`config.mk`:
```
export PLATFORM = sky130hd
export DESIGN_NAME = ex_muldiv_unit_flat
export DESIGN_NICKNAME = d
export VERILOG_FILES = /design/src/rtl/ex_muldiv_unit_if.sv /design/src/rtl/ex_muldiv_unit.sv /design/src/flat_wrapper.sv
export SDC_FILE = /design/constraint.sdc
export NUM_CORES = 1
export LEC_CHECK = 0
export ABC_CLOCK_PERIOD_IN_PS = 5800
export BUFFER_PORTS_ARGS = -buffer_cell sky130_fd_sc_hd__buf_2
export CORE_AREA = 2 2 163 165
export CTS_BUF_LIST = sky130_fd_sc_hd__clkbuf_4
export DETAILED_ROUTE_END_ITERATION = 16
export DIE_AREA = 0 0 165 167
export PLACE_DENSITY_LB_ADDON = 0.25
export SETUP_SLACK_MARGIN = 0.5
export SLEW_MARGIN = 10
export SYNTH_ARGS = -nofsm -noshare
export SYNTH_HDL_FRONTEND = slang
export SYNTH_SLANG_ARGS = --single-unit
```
`constraint.sdc`:
```
create_clock -name clk -period 5.8 [get_ports clk]
set_clock_uncertainty 0.2 [all_clocks]
set_input_delay 1.16 -clock clk [delete_from_list [all_inputs] [get_ports clk]]
set_output_delay 1.16 -clock clk [all_outputs]
set_load 0.02 [all_outputs]
```
`src/rtl/ex_muldiv_unit_if.sv`:
```
// Purpose: bundles the EX-stage request, hazard and HI/LO result signals of the mul/div unit.
// Ports:   master = pipeline side (drives start/func/operands/flush/reads),
//          slave  = ex_muldiv_unit (drives busy/stall_req/done/hi/lo).
interface ex_muldiv_unit_if #(
    parameter int WIDTH = 32
);
    logic             start;
    logic [2:0]       func;
    logic             is_sign;
    logic [WIDTH-1:0] a;
    logic [WIDTH-1:0] b;
    logic             flush;
    logic             read_hi;
    logic             read_lo;
    logic             busy;
    logic             stall_req;
    logic             done;
    logic [WIDTH-1:0] hi;
    logic [WIDTH-1:0] lo;

    modport master (
        output start, func, is_sign, a, b, flush, read_hi, read_lo,
        input  busy, stall_req, done, hi, lo
    );

    modport slave (
        input  start, func, is_sign, a, b, flush, read_hi, read_lo,
        output busy, stall_req, done, hi, lo
    );
endinterface

```
`src/rtl/ex_muldiv_unit.sv`:
```
// Purpose: iterative MULT/DIV (signed/unsigned) plus MTHI/MTLO with architectural HI/LO registers.
// Ports:   clk, rst (async, active-high), bus = ex_muldiv_unit_if.slave.
// Timing:  accept edge 0, WIDTH RUN edges, sign-fix commit at edge WIDTH+1; busy stalls only HI/LO users.
module ex_muldiv_unit #(
    parameter int WIDTH = 32
) (
    input  logic              clk,
    input  logic              rst,
    ex_muldiv_unit_if.slave   bus
);
    localparam int CNT_W = $clog2(WIDTH) + 1;

    localparam logic [2:0] FUNC_MULT = 3'd1;
    localparam logic [2:0] FUNC_DIV  = 3'd2;
    localparam logic [2:0] FUNC_MTHI = 3'd3;
    localparam logic [2:0] FUNC_MTLO = 3'd4;

    typedef enum logic [1:0] {
        ST_IDLE,
        ST_RUN,
        ST_FIX
    } state_e;

    state_e             state_q, state_d;
    logic [CNT_W-1:0]   cnt_q, cnt_d;
    logic               op_div_q, op_div_d;
    logic               neg_res_q, neg_res_d;   // negate product / quotient in FIX
    logic               neg_rem_q, neg_rem_d;   // negate remainder in FIX
    logic [WIDTH-1:0]   dvsr_q, dvsr_d;         // |b|: multiplicand or divisor
    logic [WIDTH-1:0]   acc_q, acc_d;           // product high half / partial remainder
    logic [WIDTH-1:0]   quo_q, quo_d;           // multiplier bits / dividend->quotient
    logic [WIDTH-1:0]   hi_q, hi_d;
    logic [WIDTH-1:0]   lo_q, lo_d;
    logic               done_q, done_d;

    // Operand conditioning for accept
    logic               a_neg, b_neg, div_zero;
    logic [WIDTH-1:0]   a_mag, b_mag;

    // One iteration of each algorithm
    logic [WIDTH:0]     mul_sum;
    logic [WIDTH:0]     div_shift;
    logic               div_ge;
    logic [WIDTH-1:0]   div_diff;

    // Sign-fixed results
    logic [2*WIDTH-1:0] prod, prod_fix;
    logic [WIDTH-1:0]   quo_fix, rem_fix;

    always_comb begin
        a_neg    = bus.is_sign && bus.a[WIDTH-1];
        b_neg    = bus.is_sign && bus.b[WIDTH-1];
        a_mag    = a_neg ? (~bus.a + WIDTH'(1)) : bus.a;
        b_mag    = b_neg ? (~bus.b + WIDTH'(1)) : bus.b;
        div_zero = (bus.func == FUNC_DIV) && (bus.b == '0);

        // Shift-add: add multiplicand when the current multiplier LSB is set, then shift right.
        mul_sum   = {1'b0, acc_q} + (quo_q[0] ? {1'b0, dvsr_q} : '0);
        // Restoring: bring in next dividend bit, subtract if it fits.
        div_shift = {acc_q, quo_q[WIDTH-1]};
        div_ge    = div_shift >= {1'b0, dvsr_q};
        div_diff  = div_shift[WIDTH-1:0] - dvsr_q;

        prod     = {acc_q, quo_q};
        prod_fix = neg_res_q ? (~prod + (2*WIDTH)'(1)) : prod;
        quo_fix  = neg_res_q ? (~quo_q + WIDTH'(1)) : quo_q;
        rem_fix  = neg_rem_q ? (~acc_q + WIDTH'(1)) : acc_q;

        state_d   = state_q;
        cnt_d     = cnt_q;
        op_div_d  = op_div_q;
        neg_res_d = neg_res_q;
        neg_rem_d = neg_rem_q;
        dvsr_d    = dvsr_q;
        acc_d     = acc_q;
        quo_d     = quo_q;
        hi_d      = hi_q;
        lo_d      = lo_q;
        done_d    = 1'b0;

        unique case (state_q)
            ST_IDLE: begin
                if (bus.start && !bus.flush) begin
                    case (bus.func)
                        FUNC_MULT, FUNC_DIV: begin
                            op_div_d = (bus.func == FUNC_DIV);
                            acc_d    = '0;
                            // Divide by zero: run the raw dividend through with no sign fix,
                            // so the algorithm leaves quotient=all ones, remainder=a.
                            quo_d     = div_zero ? bus.a : a_mag;
                            dvsr_d    = b_mag;
                            neg_res_d = !div_zero && (a_neg ^ b_neg);
                            neg_rem_d = !div_zero && (bus.func == FUNC_DIV) && a_neg;
                            cnt_d     = CNT_W'(WIDTH - 1);
                            state_d   = ST_RUN;
                        end
                        FUNC_MTHI: hi_d = bus.a;
                        FUNC_MTLO: lo_d = bus.a;
                        default: ;
                    endcase
                end
            end
            ST_RUN: begin
                if (bus.flush) begin
                    state_d = ST_IDLE;
                end else begin
                    if (op_div_q) begin
                        acc_d = div_ge ? div_diff : div_shift[WIDTH-1:0];
                        quo_d = {quo_q[WIDTH-2:0], div_ge};
                    end else begin
                        acc_d = mul_sum[WIDTH:1];
                        quo_d = {mul_sum[0], quo_q[WIDTH-1:1]};
                    end
                    if (cnt_q == '0) begin
                        state_d = ST_FIX;
                    end else begin
                        cnt_d = cnt_q - CNT_W'(1);
                    end
                end
            end
            ST_FIX: begin
                state_d = ST_IDLE;
                if (!bus.flush) begin
                    done_d = 1'b1;
                    if (op_div_q) begin
                        hi_d = rem_fix;
                        lo_d = quo_fix;
                    end else begin
                        hi_d = prod_fix[2*WIDTH-1:WIDTH];
                        lo_d = prod_fix[WIDTH-1:0];
                    end
                end
            end
            default: state_d = ST_IDLE;
        endcase
    end

    always_ff @(posedge clk or posedge rst) begin
        if (rst) begin
            state_q   <= ST_IDLE;
            cnt_q     <= '0;
            op_div_q  <= 1'b0;
            neg_res_q <= 1'b0;
            neg_rem_q <= 1'b0;
            dvsr_q    <= '0;
            acc_q     <= '0;
            quo_q     <= '0;
            hi_q      <= '0;
            lo_q      <= '0;
            done_q    <= 1'b0;
        end else begin
            state_q   <= state_d;
            cnt_q     <= cnt_d;
            op_div_q  <= op_div_d;
            neg_res_q <= neg_res_d;
            neg_rem_q <= neg_rem_d;
            dvsr_q    <= dvsr_d;
            acc_q     <= acc_d;
            quo_q     <= quo_d;
            hi_q      <= hi_d;
            lo_q      <= lo_d;
            done_q    <= done_d;
        end
    end

    assign bus.busy      = (state_q != ST_IDLE);
    // Only instructions that touch HI/LO or issue to the unit wait for it.
    assign bus.stall_req = bus.busy && (bus.start || bus.read_hi || bus.read_lo);
    assign bus.done      = done_q;
    assign bus.hi        = hi_q;
    assign bus.lo        = lo_q;
endmodule

```
`src/flat_wrapper.sv`:
```
// flat-port wrapper written by rule: the top's interface ports become plain ports
module ex_muldiv_unit_flat 
#(
    parameter int WIDTH = 32
)
  (clk, rst, bus_start, bus_func, bus_is_sign, bus_a, bus_b, bus_flush, bus_read_hi, bus_read_lo, bus_busy, bus_stall_req, bus_done, bus_hi, bus_lo);
  ex_muldiv_unit_if #(.WIDTH(WIDTH)) bus_i ();
  input  logic clk;
  input  logic rst;
  input wire logic [$bits(bus_i.start)-1:0] bus_start;
  input wire logic [$bits(bus_i.func)-1:0] bus_func;
  input wire logic [$bits(bus_i.is_sign)-1:0] bus_is_sign;
  input wire logic [$bits(bus_i.a)-1:0] bus_a;
  input wire logic [$bits(bus_i.b)-1:0] bus_b;
  input wire logic [$bits(bus_i.flush)-1:0] bus_flush;
  input wire logic [$bits(bus_i.read_hi)-1:0] bus_read_hi;
  input wire logic [$bits(bus_i.read_lo)-1:0] bus_read_lo;
  output wire logic [$bits(bus_i.busy)-1:0] bus_busy;
  output wire logic [$bits(bus_i.stall_req)-1:0] bus_stall_req;
  output wire logic [$bits(bus_i.done)-1:0] bus_done;
  output wire logic [$bits(bus_i.hi)-1:0] bus_hi;
  output wire logic [$bits(bus_i.lo)-1:0] bus_lo;
  assign bus_i.start = bus_start;
  assign bus_i.func = bus_func;
  assign bus_i.is_sign = bus_is_sign;
  assign bus_i.a = bus_a;
  assign bus_i.b = bus_b;
  assign bus_i.flush = bus_flush;
  assign bus_i.read_hi = bus_read_hi;
  assign bus_i.read_lo = bus_read_lo;
  assign bus_busy = bus_i.busy;
  assign bus_stall_req = bus_i.stall_req;
  assign bus_done = bus_i.done;
  assign bus_hi = bus_i.hi;
  assign bus_lo = bus_i.lo;
  ex_muldiv_unit #(.WIDTH(WIDTH)) u_core (.clk(clk), .rst(rst), .bus(bus_i));
endmodule
```
==> results.json <==
{
  "ys_ff_latch": 172,
  "p_total_uw": 7330,
  "p_sw_share_pct": 51.8,
  "r2r_end": "u_core.quo_q[0]",
  "synth-main-ff-cell": "dfrtp_1",
  "grt_pass1_wl_um": 69600,
  "status": "completed",
  "ant_nets": 0,
  "fmax_mhz": 224,
  "initial_core_util_pct": 55.2,
  "viasPerCell": 6.26,
  "synth_fp_nets": 1930,
  "drt_first_pass_iters": 6,
  "critPathCapture": "u_core.quo_q[0]",
  "grt_usage_pct": 32.0,
  "critPathTopFamily": "compound AO/OA/AOI/OAI gates",
  "fin_crit_sh_pct": 77.1,
  "rows": 59,
  "power_density_nw_per_um2": 476,
  "hold_buffers": 0,
  "synth_area_sq_um": 14200,
  "path_depth": 12,
  "seqPwrFrac_pct": 28.6,
  "crit_start": "u_core.acc_q[5]",
  "worstSkewPairLatency_ns": 0.63,
  "r2r_start": "u_core.acc_q[5]",
  "synth_mux_area_share_pct": 3.81,
  "synthMostInstantiatedCell": "nand2_1",
  "die_x_um": 165,
  "layout.nets": 2008,
  "drtIter0Drc": 1422,
  "hold_viol": 0,
  "synth_top_family_by_area": "compound AO/OA/AOI/OAI gates",
  "synth_top_area_cell": "dfrtp_1",
  "end_kind": "register",
  "grt_setup_unrepaired": "no",
  "numPortBuffers": 140,
  "slowest_delay_ns": 0.70,
  "p_switching_uw": 3800,
  "async_reset_ff_share_pct": 100,
  "die_area_sq_um": 27600,
  "syn_area_per_cell_sq_um": 7.97,
  "drc": 0,
  "drive_gt1_share_pct": 12.3,
  "cts_inserted_buffers": 17,
  "r2r_setup_slack_ns": 1.33,
  "startpoint_type": "register",
  "slew_violations": 0,
  "worstSetupPathType": "register to register",
  "relSlewSlack_pct": 21.1,
  "io_pins": 141,
  "place_congestion": 0.978,
  "critPathBufInv": 2,
  "clock_path_buffers": 2,
  "grt_max_degree": 173,
  "n_fill_cell": 2411,
  "r2r_cells": 12,
  "cp_cell_sequence": "ha_1 > a21oi_1 > o21ai_0 > a221oi_1 > o31ai_1 > buf_4 > a211oi_1 > o21ai_2 > buf_4 > mux2i_1 > o221ai_1 > a21boi_0",
  "maxCapViolCount": 0,
  "crit_slowest_cell": "a211oi_1",
  "hold_path_depth": 2,
  "synth_xor_area_share_pct": 10.8,
  "tightest_slew_ns": 1.18,
  "antenna_found_initial": 2,
  "power.leakage_uw": 0.00690,
  "setup_viol": 0,
  "tns_ns": 0,
  "hpwlAfterDp_um": 33200,
  "path_max_fanout": 17,
  "die_h_um": 167,
  "ys_types": 72,
  "cts_resized": 0,
  "arrival_ns": 4.72,
  "yosys.area_share.adder_pct": 6.44,
  "wire_per_inst_um": 20.0,
  "htreeDepth": 4,
  "power_frac_comb_pct": 61.4,
  "core_area_sq_um": 25800,
  "max-vdd-ir-drop_mv": 0.196,
  "yosysWarnings": 0,
  "hold_class": "register to register",
  "seq_area_frac_synth_pct": 30.3,
  "grt_pass1_vias": 13004,
  "area_delta_synth_final_pct": 8.42,
  "cp.required_ns": 6.05,
  "post_cts.repair.setup_buffers": 0,
  "cts_tree": "built",
  "root_buffer": "clkbuf_4",
  "synth_edf_count": 0,
  "cpMostUsedCell": "buf_4",
  "synth_compound_area_share_pct": 24.4,
  "clk_pin_slew_worst_paths_ns": 0.17,
  "synthCells": 1784,
  "wirelength_um": 44200,
  "grt_overflow": 0,
  "synthSimpleGateAreaFrac_pct": 19.8,
  "p_int_uw": 3530,
  "synth_area_leaders": "dfrtp_1, ha_1, o21ai_0",
  "post-route-min-period_ns": 4.47,
  "synth_common_cells": "nand2_1, o21ai_0, dfrtp_1",
  "clockPowerShare_pct": 9.9,
  "cts.sinks": 172,
  "synth_top_area_share_pct": 30.3,
  "via_count": 13850
}
sequential cells by signal (all words and copies together) (netlist names):
register	flops
u_core.acc_q	32
u_core.quo_q	32
u_core.bus.lo	32
u_core.bus.hi	32
u_core.bus.done	1
u_core.neg_rem_q	1
u_core.cnt_q	6
u_core.dvsr_q	32
u_core.op_div_q	1
u_core.state_q	2
u_core.neg_res_q	1
layout by cell type, fill, tap and decap left out, types with 13 or more instances in the layout:
cell type and instances:
buf_4 17, and3_1 13, clkbuf_4 17, or3_1 13, nand2b_1 15, or4_1 18, a31oi_1 19, ha_1 70
nand2_1 218, a22oi_1 14, a21oi_1 123, nor3_1 53, inv_1 63, dfrtp_1 171, buf_2 140, o21ai_0 175
or2_2 13, nand3_1 26, o41ai_1 13, o221ai_1 14, mux2i_1 53, xnor2_1 96, o31ai_1 54, xor2_1 80
a21o_1 27, nor2_1 156
per-stage QoR:
stage | hold slack [ns] | std cells | cell area [sq um] | setup slack (ns) | utilization [%]
detailed placement | 0.261 | 2178 | 15100 | 1.31 | 58.7
floorplan | 0.250 | 1784 | 14200 | 1.70 | -
finish | 0.292 | 2212 | 15400 | 1.33 | 59.8
global route | 0.314 | 2211 | 15400 | 1.10 | 59.8
CTS | 0.298 | 2210 | 15400 | 1.43 | 59.8
global placement | 0.255 | 2178 | 15100 | 1.37 | 58.7
kinds of logic (layout without fill, tap and decap cells):
group	Yosys count	after routing
AO/OA/AOI/OAI	547	547
XOR/XNOR	176	176
adder cells (fa/ha/maj)	72	72
buffers and inverters	164	255
flip-flops	172	172
multiplexers	54	54
other	0	2
AND/OR/NAND/NOR	599	599
worst min-delay path, delay by kind of cell (launching register included):
family / cells / cell delay [ns]
AND/OR/NAND/NOR: 1 / 0.05
AO/OA/AOI/OAI: 1 / 0.05
flip-flops: 1 / 0.37
metal layers:
metal	up-vias	part of all wire [%]	global-route usage (%)
li1	6589	-	-
met2	598	46	51.3
met3	112	7.6	4.76
met5	-	0.032	0
met4	2	4.5	14.0
met1	6549	42	42.7
layout make-up:
class	count	area, sq um	area share (%)
diodes	2	5.00	0.0325
repair buffers	158	848	5.51
inverters	65	248	1.61
multi-input cells	1448	9300	60.4
well taps	335	419	2.72
flip-flops and latches	172	4310	27.9
clock inverters	15	153	0.991
clock buffers	17	128	0.828
worst min-delay path by stage:
stage                             end              start
CTS                  u_core.bus.hi[3]   u_core.bus.hi[3]
finish               u_core.bus.hi[3]   u_core.bus.hi[3]
detailed placement   u_core.bus.lo[9]   u_core.bus.lo[9]
global route        u_core.bus.lo[23]  u_core.bus.lo[23]
floorplan           u_core.dvsr_q[10]  u_core.dvsr_q[10]
global placement    u_core.bus.lo[22]  u_core.bus.lo[22]
power by group through the flow:
stage	logic (uW)	registers (uW)	clock network (uW)
global placement	4350	2090	0
finish	4510	2100	729
detailed placement	4420	2110	0
CTS	4430	2080	739
floorplan	3280	2010	0
global route	4960	2150	785
Power figures use the tool's default switching activity.
